--- config.mk ---
export PLATFORM = sky130hd
export DESIGN_NAME = pwm_regs_mc
export DESIGN_NICKNAME = d
export VERILOG_FILES = /design/src/rtl/pwm_regs_mc.sv
export SDC_FILE = /design/constraint.sdc
export NUM_CORES = 1
export LEC_CHECK = 0
export CORE_MARGIN = 2
export CORE_UTILIZATION = 49
export CTS_CLUSTER_SIZE = 10
export DETAILED_ROUTE_END_ITERATION = 16
export GPL_TIMING_DRIVEN = 0
export PLACE_DENSITY = 0.83
export SETUP_SLACK_MARGIN = 0.1
export SLEW_MARGIN = 15
export SYNTH_ARGS = -nofsm -noshare
export SYNTH_HDL_FRONTEND = slang
export SYNTH_SLANG_ARGS = --single-unit
export TNS_END_PERCENT = 50
--- constraint.sdc ---
create_clock -name clk -period 2.2 [get_ports clk]
set_input_delay 0.44 -clock clk [delete_from_list [all_inputs] [get_ports clk]]
set_output_delay 0.44 -clock clk [all_outputs]
set_load 0.02 [all_outputs]
--- src/rtl/pwm_regs_mc.sv ---
// pwm_regs_mc: multi-channel PWM register file. It provides shadowed period/compare
// registers, a tear-free counter readback, a W1C wrap status and a level interrupt.
//
// count_reset sequencer, one per channel
//   state    | meaning
//   SEQ_IDLE | no reset in progress
//   SEQ_P1   | count_reset high, first cycle; shadows load at its end
//   SEQ_P2   | count_reset high, second cycle
//   SEQ_TAIL | trailing low cycle before returning to idle
module pwm_regs_mc #(
  parameter int NUM_CH = 4,
  parameter int CNT_W  = 16
) (
  input  logic                    clk,
  input  logic                    rst_n,
  input  logic                    read,
  input  logic                    write,
  input  logic [5:0]              addr,
  input  logic [7:0]              data_write,
  output logic [7:0]              data_read,
  input  logic [NUM_CH*CNT_W-1:0] counter_val,
  input  logic [NUM_CH-1:0]       wrap,
  output logic [NUM_CH*CNT_W-1:0] period,
  output logic [NUM_CH*CNT_W-1:0] compare1,
  output logic [NUM_CH*CNT_W-1:0] compare2,
  output logic [NUM_CH-1:0]       en,
  output logic [NUM_CH-1:0]       upnotdown,
  output logic [NUM_CH-1:0]       pwm_en,
  output logic [NUM_CH*2-1:0]     functions,
  output logic [NUM_CH*8-1:0]     prescale,
  output logic [NUM_CH-1:0]       count_reset,
  output logic                    irq
);

  localparam int HI_W = CNT_W - 8;

  localparam logic [3:0] OFF_PER_L  = 4'h0;
  localparam logic [3:0] OFF_PER_H  = 4'h1;
  localparam logic [3:0] OFF_CTRL   = 4'h2;
  localparam logic [3:0] OFF_CMP1_L = 4'h3;
  localparam logic [3:0] OFF_CMP1_H = 4'h4;
  localparam logic [3:0] OFF_CMP2_L = 4'h5;
  localparam logic [3:0] OFF_CMP2_H = 4'h6;
  localparam logic [3:0] OFF_CRST   = 4'h7;
  localparam logic [3:0] OFF_CNT_L  = 4'h8;
  localparam logic [3:0] OFF_CNT_H  = 4'h9;
  localparam logic [3:0] OFF_PRE    = 4'hA;
  localparam logic [3:0] OFF_STATUS = 4'hB;
  localparam logic [3:0] OFF_IRQ_EN = 4'hC;

  typedef enum logic [1:0] {
    SEQ_IDLE = 2'd0,
    SEQ_P1   = 2'd1,
    SEQ_P2   = 2'd2,
    SEQ_TAIL = 2'd3
  } seq_t;

  logic [1:0]        ch;
  logic [3:0]        off;
  logic [7:0]        rd_val [NUM_CH];
  logic [NUM_CH-1:0] irq_vec;

  assign ch  = addr[5:4];
  assign off = addr[3:0];

  for (genvar c = 0; c < NUM_CH; c++) begin : g_ch
    localparam logic [1:0] CH = 2'(c);

    logic             wr_ch;
    logic             rd_ch;
    logic             load;
    logic [CNT_W-1:0] cnt;
    logic [CNT_W-1:0] per_stg;
    logic [CNT_W-1:0] per_act;
    logic [CNT_W-1:0] cmp1_stg;
    logic [CNT_W-1:0] cmp1_act;
    logic [CNT_W-1:0] cmp2_stg;
    logic [CNT_W-1:0] cmp2_act;
    logic [5:0]       ctrl;
    logic [7:0]       pre;
    logic [HI_W-1:0]  snap;
    logic             wrap_st;
    logic             irq_en_r;
    logic             cnt_rst;
    seq_t             seq;
    logic [7:0]       rd_c;

    assign cnt   = counter_val[c*CNT_W +: CNT_W];
    assign wr_ch = write && (ch == CH);
    assign rd_ch = read && (ch == CH);
    // UPD_HOLD gates every load source so both bytes can be staged atomically
    assign load  = !ctrl[5] && (wrap[c] || !ctrl[0] || (seq == SEQ_P1));

    always_ff @(posedge clk or negedge rst_n) begin
      if (!rst_n) begin
        per_stg  <= '0;
        per_act  <= '0;
        cmp1_stg <= '0;
        cmp1_act <= '0;
        cmp2_stg <= '0;
        cmp2_act <= '0;
        ctrl     <= '0;
        pre      <= '0;
        snap     <= '0;
        wrap_st  <= 1'b0;
        irq_en_r <= 1'b0;
      end else begin
        if (load) begin
          per_act  <= per_stg;
          cmp1_act <= cmp1_stg;
          cmp2_act <= cmp2_stg;
        end
        if (wr_ch) begin
          case (off)
            OFF_PER_L:  per_stg[7:0]        <= data_write;
            OFF_PER_H:  per_stg[CNT_W-1:8]  <= data_write[HI_W-1:0];
            OFF_CTRL:   ctrl                <= data_write[5:0];
            OFF_CMP1_L: cmp1_stg[7:0]       <= data_write;
            OFF_CMP1_H: cmp1_stg[CNT_W-1:8] <= data_write[HI_W-1:0];
            OFF_CMP2_L: cmp2_stg[7:0]       <= data_write;
            OFF_CMP2_H: cmp2_stg[CNT_W-1:8] <= data_write[HI_W-1:0];
            OFF_PRE:    pre                 <= data_write;
            OFF_IRQ_EN: irq_en_r            <= data_write[0];
            default:    ;
          endcase
        end
        if (rd_ch && (off == OFF_CNT_L)) begin
          snap <= cnt[CNT_W-1:8];
        end
        // a wrap arriving with the W1C write keeps the flag set
        wrap_st <= wrap[c] |
                   (wrap_st & ~(wr_ch && (off == OFF_STATUS) && data_write[0]));
      end
    end

    always_ff @(posedge clk or negedge rst_n) begin
      if (!rst_n) begin
        seq     <= SEQ_IDLE;
        cnt_rst <= 1'b0;
      end else if (wr_ch && (off == OFF_CRST)) begin
        seq     <= SEQ_P1;
        cnt_rst <= 1'b1;
      end else begin
        case (seq)
          SEQ_P1: begin
            seq     <= SEQ_P2;
            cnt_rst <= 1'b1;
          end
          SEQ_P2: begin
            seq     <= SEQ_TAIL;
            cnt_rst <= 1'b0;
          end
          SEQ_TAIL: begin
            seq     <= SEQ_IDLE;
            cnt_rst <= 1'b0;
          end
          default: begin
            seq     <= SEQ_IDLE;
            cnt_rst <= 1'b0;
          end
        endcase
      end
    end

    always_comb begin
      rd_c = 8'h00;
      case (off)
        OFF_PER_L:  rd_c = per_stg[7:0];
        OFF_PER_H:  rd_c = 8'(per_stg[CNT_W-1:8]);
        OFF_CTRL:   rd_c = {2'b00, ctrl};
        OFF_CMP1_L: rd_c = cmp1_stg[7:0];
        OFF_CMP1_H: rd_c = 8'(cmp1_stg[CNT_W-1:8]);
        OFF_CMP2_L: rd_c = cmp2_stg[7:0];
        OFF_CMP2_H: rd_c = 8'(cmp2_stg[CNT_W-1:8]);
        OFF_CNT_L:  rd_c = cnt[7:0];
        OFF_CNT_H:  rd_c = 8'(snap);
        OFF_PRE:    rd_c = pre;
        OFF_STATUS: rd_c = {7'b0, wrap_st};
        OFF_IRQ_EN: rd_c = {7'b0, irq_en_r};
        default:    rd_c = 8'h00;
      endcase
    end

    assign rd_val[c]                    = rd_c;
    assign irq_vec[c]                   = wrap_st & irq_en_r;
    assign period[c*CNT_W +: CNT_W]     = per_act;
    assign compare1[c*CNT_W +: CNT_W]   = cmp1_act;
    assign compare2[c*CNT_W +: CNT_W]   = cmp2_act;
    assign en[c]                        = ctrl[0];
    assign upnotdown[c]                 = ctrl[1];
    assign pwm_en[c]                    = ctrl[2];
    assign functions[c*2 +: 2]          = ctrl[4:3];
    assign prescale[c*8 +: 8]           = pre;
    assign count_reset[c]               = cnt_rst;
  end

  // channels at or above NUM_CH never match, so they read as zero
  always_comb begin
    data_read = 8'h00;
    if (read) begin
      for (int i = 0; i < NUM_CH; i++) begin
        if (ch == 2'(i)) data_read = rd_val[i];
      end
    end
  end

  assign irq = |irq_vec;

endmodule

# Word level (Yosys, flattened, before mapping)
# Index checks and enable logic that the tools add are counted.
# classes
n_eq_ne	23
muxes	25
n_bitwise	16
reduce_logical	83
# ops
operator	n
8-bit case mux with 12 select lines	4
2-bit AND reduction	36
8-bit two-way mux	5
1-bit logical AND	28
4-bit equality test (second input constant)	5
4-bit by 3-bit equality test with 1-bit output (second input constant)	4
2-bit case mux with 2 select lines	4
2-bit equality test (second input constant)	6
2-bit by 1-bit equality test with 1-bit output (second input constant)	5
1-bit AND	8
4-bit by 2-bit equality test with 1-bit output (second input constant)	2
1-bit logical NOT	8
1-bit logical OR	8
1-bit two-way mux	8
2-bit two-way mux	4
4-bit by 1-bit equality test with 1-bit output (second input constant)	1
4-bit logical NOT	1
1-bit inverter	4
1-bit bitwise OR	4
4-bit OR reduction	1
2-bit logical NOT	1
# word_totals
regBits	492
inputBits	86
word_cells	211

# Logic depth before layout (Yosys ltp)
# depth
word_depth	7
ltp_mapped	10
depth_no_buf	6

# Least setup slack after synthesis
# OpenSTA, ideal clock, no wires.
# synth_path
kind	input to output
startpoint	input addr[3]
endpoint	output data_read[1]
arrival_ns	2.111
t_required_ns	1.760
path_slack_ns	-0.351
path_stages	9
n_path_buf	5
path_cell_list	buf_2 buf_6 buf_6 buf_6 buf_4 a32oi_1 o211ai_1 o211ai_1 a211oi_1
# synth_between
elab_chain_len	7
elab_cells_between_ends	21
# synth_lines
item	line	rtl
from (decl)	18	input logic [5:0] addr,
4-bit equality test, or another cell as far along	167	case (off)
8-bit case mux with 12 select lines	167	
8-bit two-way mux (3 in series)	202	if (ch == 2'(i)) data_read = rd_val[i];
8-bit two-way mux (*)	202	
8-bit two-way mux (*)	200	if (read) begin
to (decl)	20	output logic [7:0] data_read,
# Mark *: on every way between the ends. The rest lies on a longest branch, timed or not.

# Worst setup path in the final report
# Same ends and word-level chain as after synthesis.

==> results.md <==
Run status:
- The flow ran to the end, but the final reports show violations.
- The final reports fail on setup timing.

Routing:
- The number of iterations in the first detailed-routing pass is 6.
- The via total after detailed routing is 16180.
- For this block, the initial DRC count from the detailed router was 1685.
- The routed wire length per instance is 30.87 um.
- The count of nets left with antenna violations after detail routing is 0.
- The number of design rule violations left after detail routing is 0.
- The detailed-route wire length is 79.52 mm.
- Dividing the detail-routed via count by the number of cells gives 6.283.

Placed design:
- The count of buffers added on input and output ports is 337.
- Summed over all nets, the half-perimeter wirelength after detailed placement is 57.03 mm.
- The worst setup timing slack at the placement stage is -2.321 ns.
- The congestion estimate from routability-driven global placement came to 0.9804.

Synth:
- The sequential share of the synthesized area is 57.19%.
- After synthesis the cells add up to 0.02153 mm2.
- The synthesized design contains 492 register bits.
- For this run, the leading register cell type out of synthesis is sky130_fd_sc_hd__dfrtp_1.
- Yosys mapped the design onto 69 distinct sky130hd cell types.
- By area the synthesized netlist is led by sky130_fd_sc_hd__dfrtp_1, sky130_fd_sc_hd__mux2_2, sky130_fd_sc_hd__a22oi_1.
- Counting flops with an async set or reset pin after synthesis yields a share of 100.0%.
- The synthesized net count is 1608.
- Yosys mapped a number of flops with a built-in enable equal to 0.
- The cell accounting for the most synthesized area is sky130_fd_sc_hd__dfrtp_1.
- Each instance of the synthesized netlist takes up on average 14.22 um2.
- Synthesis handed over a netlist of 1514 instances.
- Of the post-synthesis cell area, the dominant cell type holds 57.19%.
- For this run, the number of Yosys warnings is 0.

Setup path:
- The kind of launch point of the worst setup path is a primary input.
- Together, buffers and inverters on the worst path number 6.
- The cell family contributing the most delay on the critical path is compound AO/OA/AOI/OAI gates.
- The cell type of the slowest stage on the worst timing path is sky130_fd_sc_hd__a211oi_4.
- The maximum fanout encountered on the critical timing path is 10.
- The setup check on the worst reg-to-reg path leaves a slack of 0.17 ns.
- In this run the critical register-to-register path is captured at g_ch[1].per_act[14]$_DFFE_PN0P_.
- The required time of the worst setup path is 1.76 ns.
- The start-to-end type of the worst setup path is primary input to output pin.
- Traced cell by cell, the critical path runs through buf_12 -> buf_8 -> buf_12 -> buf_8 -> buf_8 -> a32oi_1 -> o211ai_1 -> o211ai_1 -> a211oi_4 -> buf_6.
- The endpoint type of the worst setup path is an output pin.
- The maximum single-stage delay on the critical path is 0.38 ns.
- The cell count of the worst reg-to-reg path is 6.
- The cell type with the highest occurrence count on the critical path is sky130_fd_sc_hd__buf_8.
- The data arrival time at the worst-slack endpoint is 2.59 ns.
- The startpoint of the most critical register-to-register path is g_ch[1].seq[1]$_DFF_PN0_.

STA:
- The aggregate negative setup slack is -5.476 ns.
- Of the available clock period, the critical path in the final layout requires 137.6%.
- The number of hold violations in the final report was 0.
- Measured against its own limit, the worst slew margin works out to 32.51%.
- Setup violations remaining at the end of the flow were counted as 8.
- The count of final max-slew check failures is 0.
- The final clock skew is 0.01309 ns.
- The smallest setup slack after layout is -0.8277 ns.
- The clock period minus worst slack is 3.028 ns.
- At the pin with the least slew margin, the transition time is 1.012 ns.
- Based on the critical path, the design can be clocked at up to 330.3 MHz.
- Setup repair after global routing could not meet its margin everywhere.

Global routing:
- The first-pass GRT wire length is 114.0 mm.
- The number of global-route vias before repair is 16860.
- The initial antenna violation count was 3.
- Summed over all layers, the global routing overflow is 0.
- The maximum number of pins on one net before global-route repair is 102.
- In the global route stage, overall resource usage came out at 35.10%.

Cells and area:
- Relative to the synthesized area, the layout overhead comes to 34.03%.
- The sequential cell area is 0.01231 mm2.
- For this run, the post-layout net count is 2077.
- The count of fill cells added during filler insertion is 3067.
- Cells fill 66.69% of the core in the end.
- The ratio of cells with drive above 1 in the final layout is 43.72%.
- The combined area of the multi-input logic cells is 0.009052 mm2.

Clock network:
- The longest clock path from root to sink contains 3 buffers.
- CTS built an H-tree with a depth of 2.
- The count of clock tree sinks is 492.
- Clock-pin slew was measured on the worst setup and hold paths at 0.06 ns.
- Buffers inserted during clock tree synthesis total 55.
- TritonCTS built the clock tree.
- In this run the clock root is driven by a sky130_fd_sc_hd__clkbuf_16.
- Clock latency on the worst-skew pair, taken at its later pin, is 0.59 ns.

Floorplan:
- The die is 213.6 um tall.
- The die area is 0.04563 mm2.
- Measured along the x axis, the die boundary spans 213.6 um.
- In this run the count of I/O pins placed on the die edge is 343.
- The starting density of the core is 49.75%.
- The standard-cell row count is 76.
- The floorplan core area is 0.04327 mm2.

Power and ir drop:
- The areal power density over the cells is 922.0 mW/mm2.
- The static power due to leakage is 13.19 nW.
- Per report_power, the sequential group accounts for 44.6% of the total.
- For this design the total switching power over the nets is 8.001 mW.
- IR analysis of the VDD net gives a maximum drop of 0.0006151 V.
- In this run switching power makes up 30.08% of total power.
- The clock network fraction of total power is 30.0%.
- The post-route total power is 26.60 mW.
- Combinational logic burns 25.4% of the power.
- The cell-internal power is 18.60 mW.

Flow run:
- Max-cap violations in this run came to 0.

Hold path:
- The number of cells on the worst hold path is 2.
- The type of the worst min-delay path is primary input to flop.
- For hold timing, the worst endpoint is g_ch[1].irq_en_r$_DFFE_PN0P_.
- The start point of the worst hold path is data_write[0].
per-layer routing:
layer	up-vias	global-route usage [%]	part of all wire (%)
met5	-	0	0.016
met4	2	20.64	5.9
met3	286	8.919	11
met2	1112	53.03	45
met1	8294	46.09	38
li1	6490	-	-
final cells by class:
class,instances,area share [%]
diodes,1,0.008673
plain buffers,114,3.356
clock buffers,64,5.069
inverters,11,0.1431
multi-input cells,897,31.37
flip-flops and latches,492,42.68
well taps,585,2.537
repair buffers,412,14.83
cell usage after synthesis, types with 4 or more instances:
cell type and count:
sky130_fd_sc_hd__a21oi_1 19, sky130_fd_sc_hd__a22o_1 24, sky130_fd_sc_hd__nand4_1 11, sky130_fd_sc_hd__buf_1 11, sky130_fd_sc_hd__nand2_1 40, sky130_fd_sc_hd__nor2_2 17
sky130_fd_sc_hd__o21ai_0 11, sky130_fd_sc_hd__nand2_2 5, sky130_fd_sc_hd__o211ai_1 8, sky130_fd_sc_hd__inv_1 11, sky130_fd_sc_hd__and2b_1 4, sky130_fd_sc_hd__buf_2 26
sky130_fd_sc_hd__mux2i_1 15, sky130_fd_sc_hd__nor2_1 32, sky130_fd_sc_hd__a22oi_1 59, sky130_fd_sc_hd__nor2_4 12, sky130_fd_sc_hd__mux2_2 496, sky130_fd_sc_hd__nand3_1 8
sky130_fd_sc_hd__a222oi_1 6, sky130_fd_sc_hd__ha_1 8, sky130_fd_sc_hd__a221oi_1 20, sky130_fd_sc_hd__buf_6 10, sky130_fd_sc_hd__or2_2 8, sky130_fd_sc_hd__nand2b_1 7
sky130_fd_sc_hd__a32oi_1 11, sky130_fd_sc_hd__clkbuf_1 33, sky130_fd_sc_hd__nand3_2 4, sky130_fd_sc_hd__buf_4 33, sky130_fd_sc_hd__nor2b_1 8, sky130_fd_sc_hd__nor3_1 6
sky130_fd_sc_hd__dfrtp_1 492
power by group through the flow:
stage,clock network (mW),registers (mW),logic [mW]
2_1_floorplan,0,12.4,2.62
4_1_cts,8.02,11.8,6.70
3_5_place_dp,0,11.9,6.49
5_1_grt,8.40,12.0,7.11
3_3_place_gp,0,11.9,6.32
6_report,7.98,11.9,6.76
timing repair:
action,in CTS,in global routing
hold endpoints to repair,43,0
pin swaps,56,28
resized for setup,249,42
hold buffers,1,0
buffers inserted,55,11
gates cloned,3,1
endpoints found under the setup margin,409,184
kinds of logic after synthesis:
group                    count (synthesis)  share of synthesized area [%]
AO/OA/AOI/OAI                          190                          6.841
adder cells (fa/ha/maj)                  8                         0.4650
buffers and inverters                  125                          3.261
flip-flops                             492                          57.19
multiplexers                           516                          27.06
AND/OR/NAND/NOR                        183                          5.179
how the worst max path moves through the flow:
stage,start,to,cells past startpoint
after floorplan,addr[3],data_read[1],7
after global placement,rst_n,g_ch[1].cmp2_act[2]$_DFFE_PN0P_,1
after detailed placement,addr[0],data_read[3],10
after CTS,g_ch[0].snap[1]$_DFFE_PN0P_,data_read[1],6
after global routing,g_ch[0].snap[1]$_DFFE_PN0P_,data_read[1],6
final,addr[3],data_read[1],10
registers in the layout, indices dropped and copies added (netlist names):
signal and count:
g_ch.cmp1_act 64, g_ch.cmp1_stg 64, g_ch.cmp2_act 64, g_ch.cmp2_stg 64, g_ch.cnt_rst 4, g_ch.ctrl 24, g_ch.irq_en_r 4, g_ch.per_act 64
g_ch.per_stg 64, g_ch.pre 32, g_ch.seq 8, g_ch.snap 32, g_ch.wrap_st 4
stage by stage:
| step | hold WS (ns) | std cells | instance area [um2] |
|---|---|---|---|
| 2_1_floorplan | 0.1444 | 1514 | 21720 |
| 4_1_cts | 0.2957 | 2564 | 28610 |
| 6_report | 0.3208 | 2576 | 28850 |
| 3_3_place_gp | 0.4818 | 2436 | 25830 |
| 5_1_grt | 0.3232 | 2576 | 28850 |
| 3_5_place_dp | 0.3684 | 2441 | 25970 |
cells in the final DEF (no fill, tap or decap), types with 7 or more instances in the layout:
cell type,Yosys,final
sky130_fd_sc_hd__a21oi_1,19,14
sky130_fd_sc_hd__a221oi_1,20,11
sky130_fd_sc_hd__a22o_1,24,24
sky130_fd_sc_hd__a22oi_1,59,46
sky130_fd_sc_hd__a22oi_2,1,14
sky130_fd_sc_hd__a32oi_1,11,9
sky130_fd_sc_hd__buf_12,0,30
sky130_fd_sc_hd__buf_2,26,10
sky130_fd_sc_hd__buf_4,33,100
sky130_fd_sc_hd__buf_6,10,22
sky130_fd_sc_hd__buf_8,0,8
sky130_fd_sc_hd__clkbuf_1,33,34
sky130_fd_sc_hd__clkbuf_16,0,58
sky130_fd_sc_hd__clkbuf_4,0,8
sky130_fd_sc_hd__clkdlybuf4s50_1,0,284
sky130_fd_sc_hd__dfrtp_1,492,490
sky130_fd_sc_hd__dlygate4sd2_1,0,12
sky130_fd_sc_hd__dlymetal6s2s_1,0,8
sky130_fd_sc_hd__ha_1,8,8
sky130_fd_sc_hd__inv_1,11,11
sky130_fd_sc_hd__mux2_2,496,494
sky130_fd_sc_hd__mux2i_1,15,14
sky130_fd_sc_hd__nand2_1,40,36
sky130_fd_sc_hd__nand3_1,8,8
sky130_fd_sc_hd__nand4_1,11,11
sky130_fd_sc_hd__nor2_1,32,24
sky130_fd_sc_hd__nor2_2,17,7
sky130_fd_sc_hd__nor2_4,12,30
sky130_fd_sc_hd__nor2b_1,8,7
sky130_fd_sc_hd__o211ai_1,8,8
sky130_fd_sc_hd__o21ai_0,11,10
sky130_fd_sc_hd__or2_2,8,8
Note: power is estimated with default switching activity, not from simulation.
